### src/rtl/sha256_msg_sched.sv
// SHA-256 message schedule: loads one 16-word block, then streams (W[t], K[t], t) for P_ROUNDS rounds.
// Latency: first pair valid 1 cycle after the 16th input word; OUT_READY low holds every output and all state.
module sha256_msg_sched #(
    parameter int P_ROUNDS = 64
) (
    input  logic        ACLK,
    input  logic        ARESET,
    input  logic        CLR,
    input  logic        IN_VALID,
    output logic        IN_READY,
    input  logic [31:0] IN_DATA,
    output logic        OUT_VALID,
    input  logic        OUT_READY,
    output logic [31:0] OUT_W,
    output logic [31:0] OUT_K,
    output logic [5:0]  OUT_T,
    output logic        OUT_LAST,
    output logic        BUSY
);

    typedef enum logic {
        ST_LOAD = 1'b0,
        ST_RUN  = 1'b1
    } state_t;

    localparam logic [5:0] T_LAST = 6'(P_ROUNDS - 1);

    state_t      state_q, state_d;
    logic [3:0]  cnt_q, cnt_d;
    logic [5:0]  t_q, t_d;
    logic [31:0] w_q [16];
    logic [31:0] w_d [16];

    logic        in_hs;
    logic        out_hs;
    logic [31:0] w_new;

    function automatic logic [31:0] sig0(input logic [31:0] x);
        return {x[6:0], x[31:7]} ^ {x[17:0], x[31:18]} ^ {3'b000, x[31:3]};
    endfunction

    function automatic logic [31:0] sig1(input logic [31:0] x);
        return {x[16:0], x[31:17]} ^ {x[18:0], x[31:19]} ^ {10'b0, x[31:10]};
    endfunction

    function automatic logic [31:0] k_of(input logic [5:0] t);
        logic [31:0] k;
        k = 32'h0;
        case (t)
            6'd0:  k = 32'h428a2f98;
            6'd1:  k = 32'h71374491;
            6'd2:  k = 32'hb5c0fbcf;
            6'd3:  k = 32'he9b5dba5;
            6'd4:  k = 32'h3956c25b;
            6'd5:  k = 32'h59f111f1;
            6'd6:  k = 32'h923f82a4;
            6'd7:  k = 32'hab1c5ed5;
            6'd8:  k = 32'hd807aa98;
            6'd9:  k = 32'h12835b01;
            6'd10: k = 32'h243185be;
            6'd11: k = 32'h550c7dc3;
            6'd12: k = 32'h72be5d74;
            6'd13: k = 32'h80deb1fe;
            6'd14: k = 32'h9bdc06a7;
            6'd15: k = 32'hc19bf174;
            6'd16: k = 32'he49b69c1;
            6'd17: k = 32'hefbe4786;
            6'd18: k = 32'h0fc19dc6;
            6'd19: k = 32'h240ca1cc;
            6'd20: k = 32'h2de92c6f;
            6'd21: k = 32'h4a7484aa;
            6'd22: k = 32'h5cb0a9dc;
            6'd23: k = 32'h76f988da;
            6'd24: k = 32'h983e5152;
            6'd25: k = 32'ha831c66d;
            6'd26: k = 32'hb00327c8;
            6'd27: k = 32'hbf597fc7;
            6'd28: k = 32'hc6e00bf3;
            6'd29: k = 32'hd5a79147;
            6'd30: k = 32'h06ca6351;
            6'd31: k = 32'h14292967;
            6'd32: k = 32'h27b70a85;
            6'd33: k = 32'h2e1b2138;
            6'd34: k = 32'h4d2c6dfc;
            6'd35: k = 32'h53380d13;
            6'd36: k = 32'h650a7354;
            6'd37: k = 32'h766a0abb;
            6'd38: k = 32'h81c2c92e;
            6'd39: k = 32'h92722c85;
            6'd40: k = 32'ha2bfe8a1;
            6'd41: k = 32'ha81a664b;
            6'd42: k = 32'hc24b8b70;
            6'd43: k = 32'hc76c51a3;
            6'd44: k = 32'hd192e819;
            6'd45: k = 32'hd6990624;
            6'd46: k = 32'hf40e3585;
            6'd47: k = 32'h106aa070;
            6'd48: k = 32'h19a4c116;
            6'd49: k = 32'h1e376c08;
            6'd50: k = 32'h2748774c;
            6'd51: k = 32'h34b0bcb5;
            6'd52: k = 32'h391c0cb3;
            6'd53: k = 32'h4ed8aa4a;
            6'd54: k = 32'h5b9cca4f;
            6'd55: k = 32'h682e6ff3;
            6'd56: k = 32'h748f82ee;
            6'd57: k = 32'h78a5636f;
            6'd58: k = 32'h84c87814;
            6'd59: k = 32'h8cc70208;
            6'd60: k = 32'h90befffa;
            6'd61: k = 32'ha4506ceb;
            6'd62: k = 32'hbef9a3f7;
            6'd63: k = 32'hc67178f2;
            default: k = 32'h0;
        endcase
        return k;
    endfunction

    // The same 16-deep window serves as load shift register and schedule recurrence.
    always_comb begin
        state_d = state_q;
        cnt_d   = cnt_q;
        t_d     = t_q;
        w_d     = w_q;
        in_hs   = (state_q == ST_LOAD) && IN_VALID;
        out_hs  = (state_q == ST_RUN) && OUT_READY;
        w_new   = sig1(w_q[14]) + w_q[9] + sig0(w_q[1]) + w_q[0];

        if (CLR) begin
            state_d = ST_LOAD;
            cnt_d   = 4'd0;
            t_d     = 6'd0;
        end else if (in_hs) begin
            for (int k = 0; k < 15; k++) begin
                w_d[k] = w_q[k+1];
            end
            w_d[15] = IN_DATA;
            if (cnt_q == 4'd15) begin
                state_d = ST_RUN;
                cnt_d   = 4'd0;
                t_d     = 6'd0;
            end else begin
                cnt_d = cnt_q + 4'd1;
            end
        end else if (out_hs) begin
            for (int k = 0; k < 15; k++) begin
                w_d[k] = w_q[k+1];
            end
            w_d[15] = w_new;
            if (t_q == T_LAST) begin
                state_d = ST_LOAD;
                t_d     = 6'd0;
            end else begin
                t_d = t_q + 6'd1;
            end
        end
    end

    always_ff @(posedge ACLK or posedge ARESET) begin
        if (ARESET) begin
            state_q <= ST_LOAD;
            cnt_q   <= 4'd0;
            t_q     <= 6'd0;
            for (int k = 0; k < 16; k++) begin
                w_q[k] <= 32'h0;
            end
        end else begin
            state_q <= state_d;
            cnt_q   <= cnt_d;
            t_q     <= t_d;
            for (int k = 0; k < 16; k++) begin
                w_q[k] <= w_d[k];
            end
        end
    end

    assign IN_READY  = (state_q == ST_LOAD);
    assign OUT_VALID = (state_q == ST_RUN);
    assign BUSY      = (state_q == ST_RUN);
    assign OUT_W     = w_q[0];
    assign OUT_T     = t_q;
    assign OUT_K     = k_of(t_q);
    assign OUT_LAST  = (state_q == ST_RUN) && (t_q == T_LAST);

endmodule

### config.mk
export PLATFORM = sky130hd
export DESIGN_NAME = sha256_msg_sched
export DESIGN_NICKNAME = d
export VERILOG_FILES = /design/src/rtl/sha256_msg_sched.sv
export SDC_FILE = /design/constraint.sdc
export NUM_CORES = 2
export LEC_CHECK = 0
export CAP_MARGIN = 20
export CORE_ASPECT_RATIO = 1.25
export CORE_UTILIZATION = 60
export DETAILED_ROUTE_END_ITERATION = 6
export PLACE_DENSITY = 0.79
export SYNTH_ARGS = -nofsm -noshare
export SYNTH_HDL_FRONTEND = slang
export SYNTH_SLANG_ARGS = --single-unit
### constraint.sdc
create_clock -name ACLK -period 33.6 [get_ports ACLK]
set_input_delay 5.04 -clock ACLK [delete_from_list [all_inputs] [get_ports ACLK]]
set_output_delay 5.04 -clock ACLK [all_outputs]
set_load 0.03 [all_outputs]
# After elaboration in Yosys (flattened, before gate mapping)
# Memory sizes are Yosys's and may differ from the RTL's.
# Cells that the tools add are included.
word_totals:
  mem_count: 1
  reg_bits: 523
  romBits: 2048
mem_list:
  columns: ["name", "words", "width", "read_ports", "rd_clocked_by_memory_dff", "wr", "line", "rtl"]
  rows:
  - ["(no name shown)", 64, 32, 1, 0, 0, "49", "case (t)"]
op_classes:
  bitwise: 6
  n_mux: 15
  reduce_logical: 10
  n_eq_ne: 3
  addsub: 5
op_table:
  columns: ["operator", "count"]
  rows:
  - ["$mux 512", 2]
  - ["$add 32x32->32", 3]
  - ["$xor 32x32->32", 2]
  - ["$xor 32x22->32", 1]
  - ["$xor 32x29->32", 1]
  - ["$mux 6", 5]
  - ["$mux 4", 3]
  - ["$add 6x1->6 const B", 1]
  - ["$eq 6x6->1 const B", 1]
  - ["$reduce_bool 3->1", 2]
  - ["$mux 1", 5]
  - ["$add 4x1->4 const B", 1]
  - ["$eq 4x4->1 const B", 1]
  - ["$reduce_and 2->1", 2]
  - ["$reduce_bool 2->1", 2]
  - ["$logic_and 1x1->1", 3]
  - ["$ne 3x2->1 const B", 1]
  - ["$reduce_and 3->1", 1]
  - ["$not 1->1", 2]

# Depth between registers and ports, before layout
logic_depth:
  word_depth: 7
  mapped_depth: 18
  depth_no_buf: 17

# Worst setup path before layout
# No wires, ideal clock.
synth_path:
  path_kind: "flip-flop to output port"
  start: "register t_q[1], in the netlist OUT_T[1]"
  end: "output port OUT_K[16]"
  n_path_buf: 1
  path_stages_with_launch: 9
  arrival_ns: 3.078
  required_time_ns: 28.560
  path_slack_ns: 25.482
  path_cell_list: "dfrtp_1 > clkinv_1 > ha_1 > clkbuf_1 > nor2_1 > or2_2 > a21oi_1 > o21ai_0 > o21ai_0"
synth_via:
  elab_chain_cells: 1
synth_lines:
  columns: ["element", "line", "rtl"]
  rows:
  - ["from (decl)", "30", "logic [5:0] t_q, t_d;"]
  - ["from (signal assigned)", "170", "t_q <= t_d;"]
  - ["$mem_v2 64x32", null, null]
  - ["to (decl)", "15", "output logic [31:0] OUT_K,"]
# Every way passes these cells.

# Worst setup path in the final report
layout_path:
  start: "register t_q[1], in the netlist OUT_T[1]"
  end: "output port OUT_K[24]"
# Same word-level chain as after synthesis.

==> qor.yml <==
cts:
  holdBufCountCts: 0
  cts_tree: "done"
  cts-buffers-inserted: 50
  cts.repair.resized: 0
  clockRootBuffer: "clkbuf_16"
  post_cts_buffers: 0
  clock_latency_ns: 0.62
  h-tree-depth: 2
  cts_buffer_depth: 3
  cts_sinks: 523
  clk_pin_slew_worst_paths_ns: 0.06
routing:
  top_layer_used: "met4"
  drc: 12
  via_per_inst: 5.87
  vias: 22500
  dr_wl_met3_mm: 5.13
  antenna_left: 0
  wl_mm: 83.5
  wl_met1_mm: 31.6
  wl_met2_mm: 40.6
  drtIter0Drc: 2246
  drt-pass1-iter-count: 7
  wl_per_cell_um: 21.8
cells_and_area:
  ff_latch_area_mm2: 0.0131
  final_layout_size_suffix_gt1_share_pct: 4.08
  diodes: 0
  final_area_mm2: 0.0299
  final_cells: 3835
  multiInputGateArea_mm2: 0.0125
  syn_to_final_growth_pct: 10.0
  num-nets-final: 3374
  fillers: 3430
  fin_util_pct: 67.3
setup_path:
  rr_worst_depth: 16
  start_kind: "flip-flop"
  worstSetupStartpoint: "OUT_T[1]$_DFFE_PP0P_"
  worstPathArrival_ns: 4.73
  end_kind: "output pin"
  critical_path_class: "reg -> out"
  cp_max_fo: 22
  r2r-start: "w_q[52]$_DFFE_PP0P_"
  required_ns: 28.56
min_path:
  hold_path_class: "reg -> reg"
  hold_path_depth: 2
  hp-start: "w_q[137]$_DFFE_PP0P_"
run_status:
  failed_checks: "design-rule violations"
  status: "complete, but fails checks"
yosys:
  ys_seq_area_share_pct: 48.1
  synthDistinctLibCells: 71
  synth_top_area_cell: "dfrtp_1"
  post-synth-top-area-fraction_pct: 48.1
  syn_area_mm2: 0.0272
  yosys-top-cells-area: "dfrtp_1 48%, nand2_1 19%, fa_1 4.6%, o21ai_0 3.6%, clkbuf_1 2.8%"
  yosys_warnings: 0
  avgSynthCellArea_um2: 8.25
  ys_ff_latch: 523
  syn_inst: 3297
  ys.flop_type: "dfrtp_1"
  syn_nets: 3445
  synth_edf_count: 0
  synth-async-reset-ratio_pct: 100
grt:
  grt_pass1_vias: 22000
  grt_max_degree: 288
  overflow: 0
  grt_pass1_wl_mm: 128
  antenna_found_initial: 0
  grt_util_all_layers_pct: 37.1
placement:
  post-place-ws_ns: 24.51
  port_buffers: 110
  gp_congestion: 1.02
  placed_area_mm2: 0.0281
  dp_cells: 3741
  hpwl_mm: 58.6
timing:
  worst_slew_pin_slew_ns: 1.29
  setup_viol: 0
  rsz0062_at_grt: "false"
  tns_ns: 0
  fin_crit_sh_pct: 29.1
  worst_slack_ns: 23.83
  skew_ns: 0.0303
  slew_headroom_pct: 14.2
  min_period_ns: 9.77
  slew_violations: 0
  hold_viol_final: 0
  max_freq_ghz: 0.102
floorplan:
  initial_utilization_pct: 61.2
  die_area_mm2: 0.0462
  die_w_um: 192
  core_mm2: 0.0444
  num_rows: 86
  pin_count: 111
  die_h_um: 240
flow_run:
  drv_cap: 0
power:
  power_density_mw_per_mm2: 99.1
  ir_drop_uv: 97.6
  leakagePower_nw: 15.1
==> registers in the layout (all words and copies together) (netlist names) <==
name,flops
BUSY,1
OUT_T,6
OUT_W,32
cnt_q,4
w_q,480
==> cell families (layout without fill, tap and decap cells) <==
| group | count (synthesis) | in the layout | share of synthesized area (%) |
|---|---|---|---|
| compound gates | 481 | 481 | 10.2 |
| fa+ha+maj | 111 | 111 | 6.82 |
| mux | 10 | 10 | 0.603 |
| simple gates | 1629 | 1629 | 23.6 |
| xor+xnor | 148 | 148 | 4.77 |
| flops | 523 | 523 | 48.1 |
| buf+inv | 395 | 361 | 5.93 |
==> cells in the final DEF, fill, tap and decap left out, drive strengths merged, types with 26 or more instances in the layout <==
master,n
clkdlybuf4s50,110
a21oi,146
xor2,66
o21ai,206
nor2,97
nand3,34
clkbuf,71
nand2,1408
xnor2,82
dfrtp,523
fa,62
inv,136
buf,26
a31oi,26
ha,49
==> final timing paths <==
| kind | slack, ns | endpoint |
|---|---|---|
| worst max register to register | 28.93 | w_q[31]$_DFFE_PP0P_ |
| worst max-delay path | 23.83 | OUT_K[24] |
| worst min-delay path | 0.44 | w_q[169]$_DFFE_PP0P_ |
| worst min register to register | 0.44 | w_q[169]$_DFFE_PP0P_ |
| min in group asynchronous | 5.00 | OUT_W[8]$_DFFE_PP0P_ |
| max in group asynchronous | 26.19 | w_q[156]$_DFFE_PP0P_ |
==> Yosys cell counts (all sizes together) (26+ instances only) <==
cell and count:
a21oi 146, a31oi 26, buf 54, clkbuf 205
dfrtp 523, fa 62, ha 49, inv 135
nand2 1408, nand3 34, nor2 97, o21ai 206
xnor2 82, xor2 66
==> worst max-delay path: stages (launching register included) <==
cell and delay [ns]:
dfrtp_1 0.83, clkinv_1 0.56, ha_1 0.77, nand2_1 0.34
nor2_1 0.23, nor3_1 0.08, nand2b_1 0.19, a21oi_1 0.17
nor3_1 0.07, a21oi_1 0.19, clkdlybuf4s50_1 0.69
==> per-stage QoR <==
step | hold WS [ns] | power (mW)
finish | 0.444 | 2.96
global route | 0.444 | 3.14
CTS | 0.434 | 2.94
detailed placement | 0.449 | 2.36
global placement | 0.443 | 2.33
floorplan | 0.433 | 1.92
==> area by class of cell <==
class                      instances  area share, %
clock buffer                      71           4.75
clock inverter                    18          0.820
sequential                       523           43.8
multi-input combinational       2379           41.8
timing repair buffer             136           4.71
inverter                         136           1.73
tap                              572           2.39
==> per-layer routing <==
| layer | track usage (%) | vias up |
|---|---|---|
| met5 | 0 | - |
| met4 | 24.1 | 0 |
| met3 | 5.02 | 263 |
| met2 | 60.2 | 884 |
| met1 | 46.6 | 11100 |
| li1 | - | 10200 |
==> report_power, final <==
group	leakage (nW)	total [mW]	switching (mW)	internal, mW
combinational	7.34	1.45	0.904	0.551
sequential	6.96	0.942	0.155	0.787
clock	0.804	0.568	0.247	0.320
total	15.1	2.96	1.31	1.66
Power figures use the tool's default switching activity.
